===== src/rtl/vision_pkg.sv =====
// -----------------------------------------------------------------------------
// vision_pkg
//   Shared types for the streaming vision stages.
//   - pixel_t      : default-width pixel word
//   - PIX_EDGE/BG  : binary-map pixel values for the default width
//   - pos_t        : raster position {col,row}
//   - pos_advance  : raster-order step with wrap at the line/frame end
// -----------------------------------------------------------------------------
package vision_pkg;

    localparam int PIX_W = 8;
    localparam int POS_W = 16;

    typedef logic [PIX_W-1:0] pixel_t;

    localparam pixel_t PIX_EDGE = '1;
    localparam pixel_t PIX_BG   = '0;

    typedef struct packed {
        logic [POS_W-1:0] col;
        logic [POS_W-1:0] row;
    } pos_t;

    // Step one pixel in raster order; col wraps into the next row and the
    // row wraps back to the top of the frame.
    function automatic pos_t pos_advance(input pos_t p,
                                         input logic [POS_W-1:0] last_col,
                                         input logic [POS_W-1:0] last_row);
        pos_t n;
        n = p;
        if (p.col == last_col) begin
            n.col = '0;
            n.row = (p.row == last_row) ? '0 : p.row + POS_W'(1);
        end else begin
            n.col = p.col + POS_W'(1);
        end
        return n;
    endfunction

endpackage


===== src/rtl/stream_skid_buffer.sv =====
// -----------------------------------------------------------------------------
// stream_skid_buffer
//   Two-entry valid/ready register slice: an output register plus a skid
//   register that catches the beat accepted while the output is stalled.
//   in_ready depends only on registered state (skid register empty).
// Ports
//   clk, rst_n          : clock, asynchronous active-low reset
//   in_valid/in_ready   : upstream handshake
//   in_data  [DW]       : upstream data
//   out_valid/out_ready : downstream handshake
//   out_data [DW]       : downstream data, stable while out_valid && !out_ready
// -----------------------------------------------------------------------------
module stream_skid_buffer #(
    parameter int DW = 8
) (
    input  logic          clk,
    input  logic          rst_n,
    input  logic          in_valid,
    output logic          in_ready,
    input  logic [DW-1:0] in_data,
    output logic          out_valid,
    input  logic          out_ready,
    output logic [DW-1:0] out_data
);

    logic          skid_valid;
    logic [DW-1:0] skid_data;

    assign in_ready = !skid_valid;

    always_ff @(posedge clk or negedge rst_n) begin
        if (!rst_n) begin
            out_valid  <= 1'b0;
            out_data   <= '0;
            skid_valid <= 1'b0;
            skid_data  <= '0;
        end else if (out_ready || !out_valid) begin
            // Output slot frees up: refill from skid first to keep order.
            if (skid_valid) begin
                out_valid  <= 1'b1;
                out_data   <= skid_data;
                skid_valid <= 1'b0;
            end else begin
                out_valid <= in_valid;
                if (in_valid) begin
                    out_data <= in_data;
                end
            end
        end else if (in_valid && !skid_valid) begin
            // Output stalled: park the accepted beat in the skid register.
            skid_valid <= 1'b1;
            skid_data  <= in_data;
        end
    end

endmodule


===== src/rtl/edge_binarizer.sv =====
// -----------------------------------------------------------------------------
// edge_binarizer
//   Thresholds filtered pixels into a binary edge map (all-ones / zero),
//   forces a BORDER-pixel frame margin to background, counts edge pixels per
//   frame and publishes the total with a one-cycle frame_done pulse.
// Ports
//   clk, rst_n          : clock, asynchronous active-low reset
//   x_valid/x_ready     : input handshake (x_ready registered)
//   x_data   [W]        : filtered pixel, unsigned, raster order
//   threshold[W]        : edge threshold, sampled on the pixel at (0,0)
//   y_valid/y_ready     : output handshake
//   y_data   [W]        : binary pixel
//   edge_count[CNT_W]   : edge total of the last completed frame
//   frame_done          : one-cycle pulse when edge_count updates
// -----------------------------------------------------------------------------
module edge_binarizer
    import vision_pkg::*;
#(
    parameter int IMG_WIDTH  = 640,
    parameter int IMG_HEIGHT = 480,
    parameter int W          = 8,
    parameter int BORDER     = 1,
    parameter int CNT_W      = $clog2(IMG_WIDTH*IMG_HEIGHT+1)
) (
    input  logic             clk,
    input  logic             rst_n,
    input  logic             x_valid,
    output logic             x_ready,
    input  logic [W-1:0]     x_data,
    input  logic [W-1:0]     threshold,
    output logic             y_valid,
    input  logic             y_ready,
    output logic [W-1:0]     y_data,
    output logic [CNT_W-1:0] edge_count,
    output logic             frame_done
);

    localparam logic [POS_W-1:0] LAST_COL = POS_W'(IMG_WIDTH - 1);
    localparam logic [POS_W-1:0] LAST_ROW = POS_W'(IMG_HEIGHT - 1);

    function automatic logic [CNT_W-1:0] sat_inc(input logic [CNT_W-1:0] v);
        return (&v) ? v : v + CNT_W'(1);
    endfunction

    pos_t             pos;
    logic [W-1:0]     thr_q;
    logic [W-1:0]     thr_eff;
    logic [CNT_W-1:0] run_cnt;
    logic [CNT_W-1:0] next_total;
    logic             x_hs;
    logic             at_origin;
    logic             last_px;
    logic             in_border;
    logic             is_edge;
    logic [W-1:0]     pix_bin;

    assign x_hs      = x_valid && x_ready;
    assign at_origin = (pos.col == '0) && (pos.row == '0);
    assign last_px   = (pos.col == LAST_COL) && (pos.row == LAST_ROW);

    // The first pixel of a frame already uses the threshold being sampled.
    assign thr_eff = at_origin ? threshold : thr_q;

    generate
        if (BORDER == 0) begin : g_no_border
            assign in_border = 1'b0;
        end else begin : g_border
            localparam logic [POS_W-1:0] B_LO   = POS_W'(BORDER);
            localparam logic [POS_W-1:0] COL_HI = POS_W'(IMG_WIDTH - BORDER);
            localparam logic [POS_W-1:0] ROW_HI = POS_W'(IMG_HEIGHT - BORDER);
            assign in_border = (pos.col < B_LO) || (pos.col >= COL_HI) ||
                               (pos.row < B_LO) || (pos.row >= ROW_HI);
        end
    endgenerate

    assign is_edge    = (x_data >= thr_eff) && !in_border;
    assign pix_bin    = is_edge ? {W{1'b1}} : '0;
    assign next_total = is_edge ? sat_inc(run_cnt) : run_cnt;

    // Position, threshold capture and edge counting on each input handshake.
    always_ff @(posedge clk or negedge rst_n) begin
        if (!rst_n) begin
            pos        <= '0;
            thr_q      <= '0;
            run_cnt    <= '0;
            edge_count <= '0;
            frame_done <= 1'b0;
        end else begin
            frame_done <= x_hs && last_px;
            if (x_hs) begin
                pos <= pos_advance(pos, LAST_COL, LAST_ROW);
                if (at_origin) begin
                    thr_q <= threshold;
                end
                if (last_px) begin
                    edge_count <= next_total;
                    run_cnt    <= '0;
                end else begin
                    run_cnt <= next_total;
                end
            end
        end
    end

    // Output register slice.
    stream_skid_buffer #(
        .DW(W)
    ) u_skid (
        .clk      (clk),
        .rst_n    (rst_n),
        .in_valid (x_valid),
        .in_ready (x_ready),
        .in_data  (pix_bin),
        .out_valid(y_valid),
        .out_ready(y_ready),
        .out_data (y_data)
    );

endmodule

===== config.mk =====
export PLATFORM = sky130hd
export DESIGN_NAME = edge_binarizer
export DESIGN_NICKNAME = d
export VERILOG_FILES = /design/src/rtl/vision_pkg.sv /design/src/rtl/stream_skid_buffer.sv /design/src/rtl/edge_binarizer.sv
export SDC_FILE = /design/constraint.sdc
export NUM_CORES = 1
export LEC_CHECK = 0
export CAP_MARGIN = 5
export CORE_AREA = 2 2 137 139
export CTS_CLUSTER_DIAMETER = 150
export DETAILED_ROUTE_END_ITERATION = 8
export DIE_AREA = 0 0 139 141
export PLACE_DENSITY = 0.38
export SLEW_MARGIN = 40
export SYNTH_ARGS = -nofsm -noshare
export SYNTH_HDL_FRONTEND = slang
export SYNTH_SLANG_ARGS = --single-unit

===== constraint.sdc =====
create_clock -name clk -period 5.1 [get_ports clk]
set_input_delay 0.765 -clock clk [delete_from_list [all_inputs] [get_ports clk]]
set_output_delay 0.765 -clock clk [all_outputs]
set_load 0.005 [all_outputs]

After elaboration in Yosys (flattened, before gate mapping)
Index checks and enable logic that the tools add are counted.
- word-level logic and storage cells: 54
- memories kept: 0
- input port bits: 20
- ROM bits: 0
- register bits: 97
- output and inout bits: 30
- bits in latches: 0
- bits in writable memories: 0
- magnitude comparators: 5
- eq/ne operators: 2
- multiplexer cells: 12
- shift-type cells: 0
- reduce and logical (&&, ||, !) cells: 21
- divide/modulo/power cells: 0
- multiply operators: 0
- add/subtract/negate cells: 3
- bitwise logic cells: 1
- operator list (operator ; number):
    19-bit two-way mux ; 3
    16-bit by 1-bit adder with 16-bit output, second input constant ; 2
    16-bit zero test ; 2
    16-bit by 1-bit < comparator with 1-bit output, second input constant ; 2
    16-bit two-way mux ; 2
    8-bit two-way mux ; 4
    19-bit by 1-bit adder with 19-bit output, second input constant ; 1
    19-bit AND reduction ; 1
    16-bit by 10-bit == test with 1-bit output, second input constant ; 1
    16-bit by 9-bit == test with 1-bit output, second input constant ; 1
    16-bit by 10-bit >= comparator with 1-bit output, second input constant ; 1
    16-bit by 9-bit >= comparator with 1-bit output, second input constant ; 1
    8-bit >= comparator ; 1
    2-bit AND reduction ; 4
    1-bit logical AND ; 5
    1-bit logical OR ; 4
    2-bit nonzero test ; 2
    1-bit zero test ; 3
    1-bit two-way mux ; 3
    1-bit NOT ; 1

Logic depth before layout (Yosys ltp)
- depth after elaboration: 9
- mapped depth: 15
- depth with buffers taken out: 13

Hierarchy
From an unflattened synthesis, not the netlist that was laid out.
- cell total of the unflattened synthesis: 486
- area, all modules: 5034.8 um2
- by module, submodules not included (module ; cells each ; area each (um2) ; times used ; sequential area each (um2)):
    edge_binarizer ; 435 ; 4249.1 ; 1 ; 1976.9
    stream_skid_buffer ; 51 ; 785.8 ; 1 ; 450.4

Least setup slack after synthesis
No wires, ideal clock.
- path kind: flip-flop to flip-flop
- start point: reg pos[0] in the netlist's numbering
- end point: reg run_cnt[15]
- data required time: 4976 ps
- period minus slack after synthesis: 3643 ps
- setup time: 124 ps
- path buffers: 2
- cell stages (with the launch flop): 16
- arrival time: 3519 ps
- slack: 1457 ps
- path through: dfrtp_1 > inv_1 > ha_1 > nor4b_1 > nand4_1 > nor3_2 > mux2i_1 > ha_1 > a21o_1 > a21o_1 > a221oi_1 > or2_0 > buf_2 > buf_2 > nor4b_1 > a211o_1
- longest elaborated chain between the ends: 7
- elaborated cells between the ends (all ways): 14
- those cells by class: order compare (3); eq/ne (1); mux (3); reduce/logical (7)
- RTL lines (item ; line ; text):
    start, declared ; edge_binarizer.sv:45 ; pos_t pos;
    start signal, assigned ; edge_binarizer.sv:91 ; pos <= pos_advance(pos, LAST_COL, LAST_ROW);
    16-bit zero test / 16-bit by 1-bit < comparator with 1-bit output (equally long branches) ; edge_binarizer.sv:58, edge_binarizer.sv:72 ;
    1-bit logical AND / 1-bit logical OR (equally long branches) ; edge_binarizer.sv:58, edge_binarizer.sv:71 ;
    8-bit two-way mux / 1-bit logical OR (equally long branches) ; - ;
    8-bit >= comparator / 1-bit zero test (equally long branches) ; edge_binarizer.sv:76 ; assign is_edge = (x_data >= thr_eff) && !in_border;
    1-bit logical AND ; edge_binarizer.sv:76 ;
    19-bit two-way mux ; edge_binarizer.sv:78 ; assign next_total = is_edge ? sat_inc(run_cnt) : run_cnt;
    19-bit two-way mux (*) ; edge_binarizer.sv:95 ; if (last_px) begin
    end signal, assigned ; edge_binarizer.sv:99 ; run_cnt <= next_total;
    end, declared ; edge_binarizer.sv:48 ; logic [CNT_W-1:0] run_cnt;
Mark *: on every way between the ends. The rest lies on a longest branch, timed or not.
A chain may end at the register's enable or synchronous reset.

Worst setup path in the final report
- start point: reg pos[0] in the netlist's numbering
- end point: reg run_cnt[8]
The elaborated chain is that of the path after synthesis.

==> impl_results.md <==
* Cell internal pwr at 1.115 mW
* CTS Sinks at 83
* Drt pass-1 iters at 4
* CP bufs+invs at 2
* Fin. Hold Viols at 0
* Critical Path RT at 5340 ps
* Maximum vdd drop at ~150 µV
* Ys async rst share at 100.0%
* TritonCTS clock tree: done
* Synthesis-stage register bit count at 83
* Number of synthesized flops with an enable pin at 0
* Post-cts resize count at 0
* Residual DRC at 0
* Global-route wire length before repair at 18340 µm
* Post-Synthesis Cells at roughly 440
* Num CTS Buffers at 9
* Fraction of layout cells with a size suffix above 1 at 7.629%
* Kind of cell adding the most delay to the critical path: compound AO/OA/AOI/OAI gates
* Routed WL per cell at ~15 µm
* CP max stage delay at 680 ps
* Hold WS at roughly 430 ps
* Most common cell on crit path: ha_1
* GR Overflow Total at 0
* Crit path max fanout at 8
* Commonest non-fill, non-tap cell in the layout: dfrtp_1
* Final core utilization at 29.83%
* Tightest Pin Transition at about 760 ps
* Die width at 139 µm
* P_leak at 2.327 nW
* Largest net degree at the start of global routing at 45
* Initial antenna violation count at 0
* Worst r2r src: pos[0]
* # hold bufs at CTS at 0
* Clock Skew at 11.56 ps
* Flop-to-flop setup slack at 1130 ps
* Non-Filler Instances at roughly 720
* Nets at a little over 500
* Final worst-path cycle share at 77.78%
* Normalized max-slew margin at roughly half
* Vias per inst at 4.647
* Sw frac at 24.64%
* Hold/Removal Path Class: in2async
* Total power at between 1 and 1.5 mW
* Share of total power in sequential cells at 48.2%
* Setup TNS at 0 ps
* R2r worst-path depth at 14
* Most frequent cells in the layout: dfrtp_1 (83), nand2_1 (59), clkdlybuf4s50_1 (48)
* CP Capture Type: flop
* I/O pins at 50
* Net count after synthesis at 469
* Max clock buf depth at 2
* Port Buffer Count at 49
* Vias in the first global route at 3399
* Net Sw Power at 0.3645 mW
* Fin area at 5449 µm²
* Arrival time at the worst endpoint at 4200 ps
* Area of the mapped netlist at 4447 µm²
* Crit-path cells: inv_1 > ha_1 > nor4b_1 > nand4_1 > nor3_2 > buf_4 > mux2i_1 > ha_1 > a211oi_1 > o21ai_0 > a221oi_1 > nor2_1 > a32o_1 > a31o_1
* R2R Path End: run_cnt[8]
* MaxCap Viol Count at 0
* CP startpoint kind: flop
* Synth warnings at 0
* H-tree Lvls at 3
* Status: finished clean
* Setup Viol. Count Final at 0
* Comb power frac at 7.7%
* Die Area at 19600 µm²
* End point of the critical path: run_cnt[8]
* Vias at 3341
* Final worst slack at 1133 ps
* RSZ-0062 raised after global routing: no
* Number of fill cells in the layout at 1884
* Setup Fix Bufs, Post-CTS at 0
* F_max at 0.2521 GHz
* Detail Placement HPWL at between 7000 and 8000 µm
* Synth unique cells at 55
* Placed Cells at ~700
* Slowest-stage cell, CP: a221oi_1
* GP Congestion at 0.7729
* Dpl cell area at 5149 µm²
* Clk_lat worst skew at 350 ps
* Initial Util at 24.34%
* PD cells at around 270 nW/µm²
* Critical Path Start: pos[0]
* DRT iter0 DRCs at 203
* Clock Power Share at 44.1%
* Row cnt at 50
* Clk pin slew, worst setup/hold paths at 70 ps
* Syn avg cell area at 10.20 µm²
* Total GRT Usage at 11.89%
* Clock root cell: clkbuf_16
* Core area at 18270 µm²
* CP Depth at 14
* Main synth FF type: dfrtp_1
* Slew Limit Fails at 0
* Setup CP Type: reg2reg
* Final WL at 10940 µm
* Seq/Total Area, Yosys at 46.71%
* P&R area growth vs syn at 22.54%
* Final min period at approximately 4000 ps
* ANT cells at 0
* Pre-CTS setup slack at around 1100 ps
* Die Span Y at 141 µm
* Antenna-violating nets left at 0
power groups by stage:
stage	Combinational [mW]	Clock, mW	Sequential (mW)
after floorplan	0.0643	0	0.717
after global placement	0.116	0	0.724
after detailed placement	0.117	0	0.725
after CTS	0.117	0.681	0.712
after global routing	0.131	0.709	0.717
final	0.114	0.653	0.713
area by class of cell:
type	instances	area, µm²	area share (%)
tap	234	292.8	5.373
clock buffer	13	280.3	5.144
inverter	10	37.54	0.6889
clock inverter	3	20.02	0.3674
multi-input combinational	319	2182	40.05
sequential	83	2077	38.12
timing repair buffer	57	559.3	10.26
routing by layer:
metal | up-vias | wire (µm) | GRT usage [%]
met1 | 1601 | 5766 | 17.02
met2 | 70 | 4643 | 17.53
met5 | - | 0 | 0
met3 | 7 | 406 | 2.717
li1 | 1663 | - | -
met4 | 0 | 127 | 4.306
state kept, by name (all words and copies together), names as in the netlist:
| register | flops |
|---|---|
| u_skid.out_valid | 1 |
| u_skid.skid_data | 1 |
| u_skid.out_data | 1 |
| thr_q | 8 |
| pos | 32 |
| run_cnt | 19 |
| edge_count | 19 |
| frame_done | 1 |
| u_skid.skid_valid | 1 |
synth_stat cells (5+ instances only):
library cell,instances,area share [%]
o211ai_1,7,1.2
nand2_1,59,5.0
nand4_1,15,2.1
ha_1,13,3.7
nand3_1,22,2.5
a21oi_1,6,0.68
nor4_1,5,0.70
buf_4,8,1.4
xor2_1,12,2.4
mux2_1,19,4.8
mux2i_1,7,1.6
dfrtp_1,83,47
inv_1,10,0.84
and3_1,14,2.0
buf_2,6,0.68
nor2_1,29,2.4
xnor2_1,15,3.0
nor3_1,9,1.0
and4_1,6,1.2
or4_1,10,1.7
o21ai_0,18,2.0
clkbuf_1,7,0.59
or3_1,5,0.70
how the worst min path moves through the flow:
stage	from	to	slack [ps]	depth (start not counted)
2_1_floorplan	thr_q[0]	thr_q[0]	440	2
3_3_place_gp	thr_q[0]	thr_q[0]	460	2
3_5_place_dp	thr_q[0]	thr_q[0]	470	2
4_1_cts	rst_n	pos[24]	440	1
5_1_grt	rst_n	pos[12]	470	1
6_report	rst_n	pos[12]	430	1
logic make-up (layout without fill, tap and decap cells):
group,after synthesis,in the layout,synth area share (%)
compound gates,56,56,9.033
simple gates,196,196,24.42
flops,83,83,46.71
xor+xnor,27,27,5.318
buf+inv,34,83,4.221
mux,27,27,6.641
fa+ha+maj,13,13,3.658
Power figures use the tool's default switching activity.
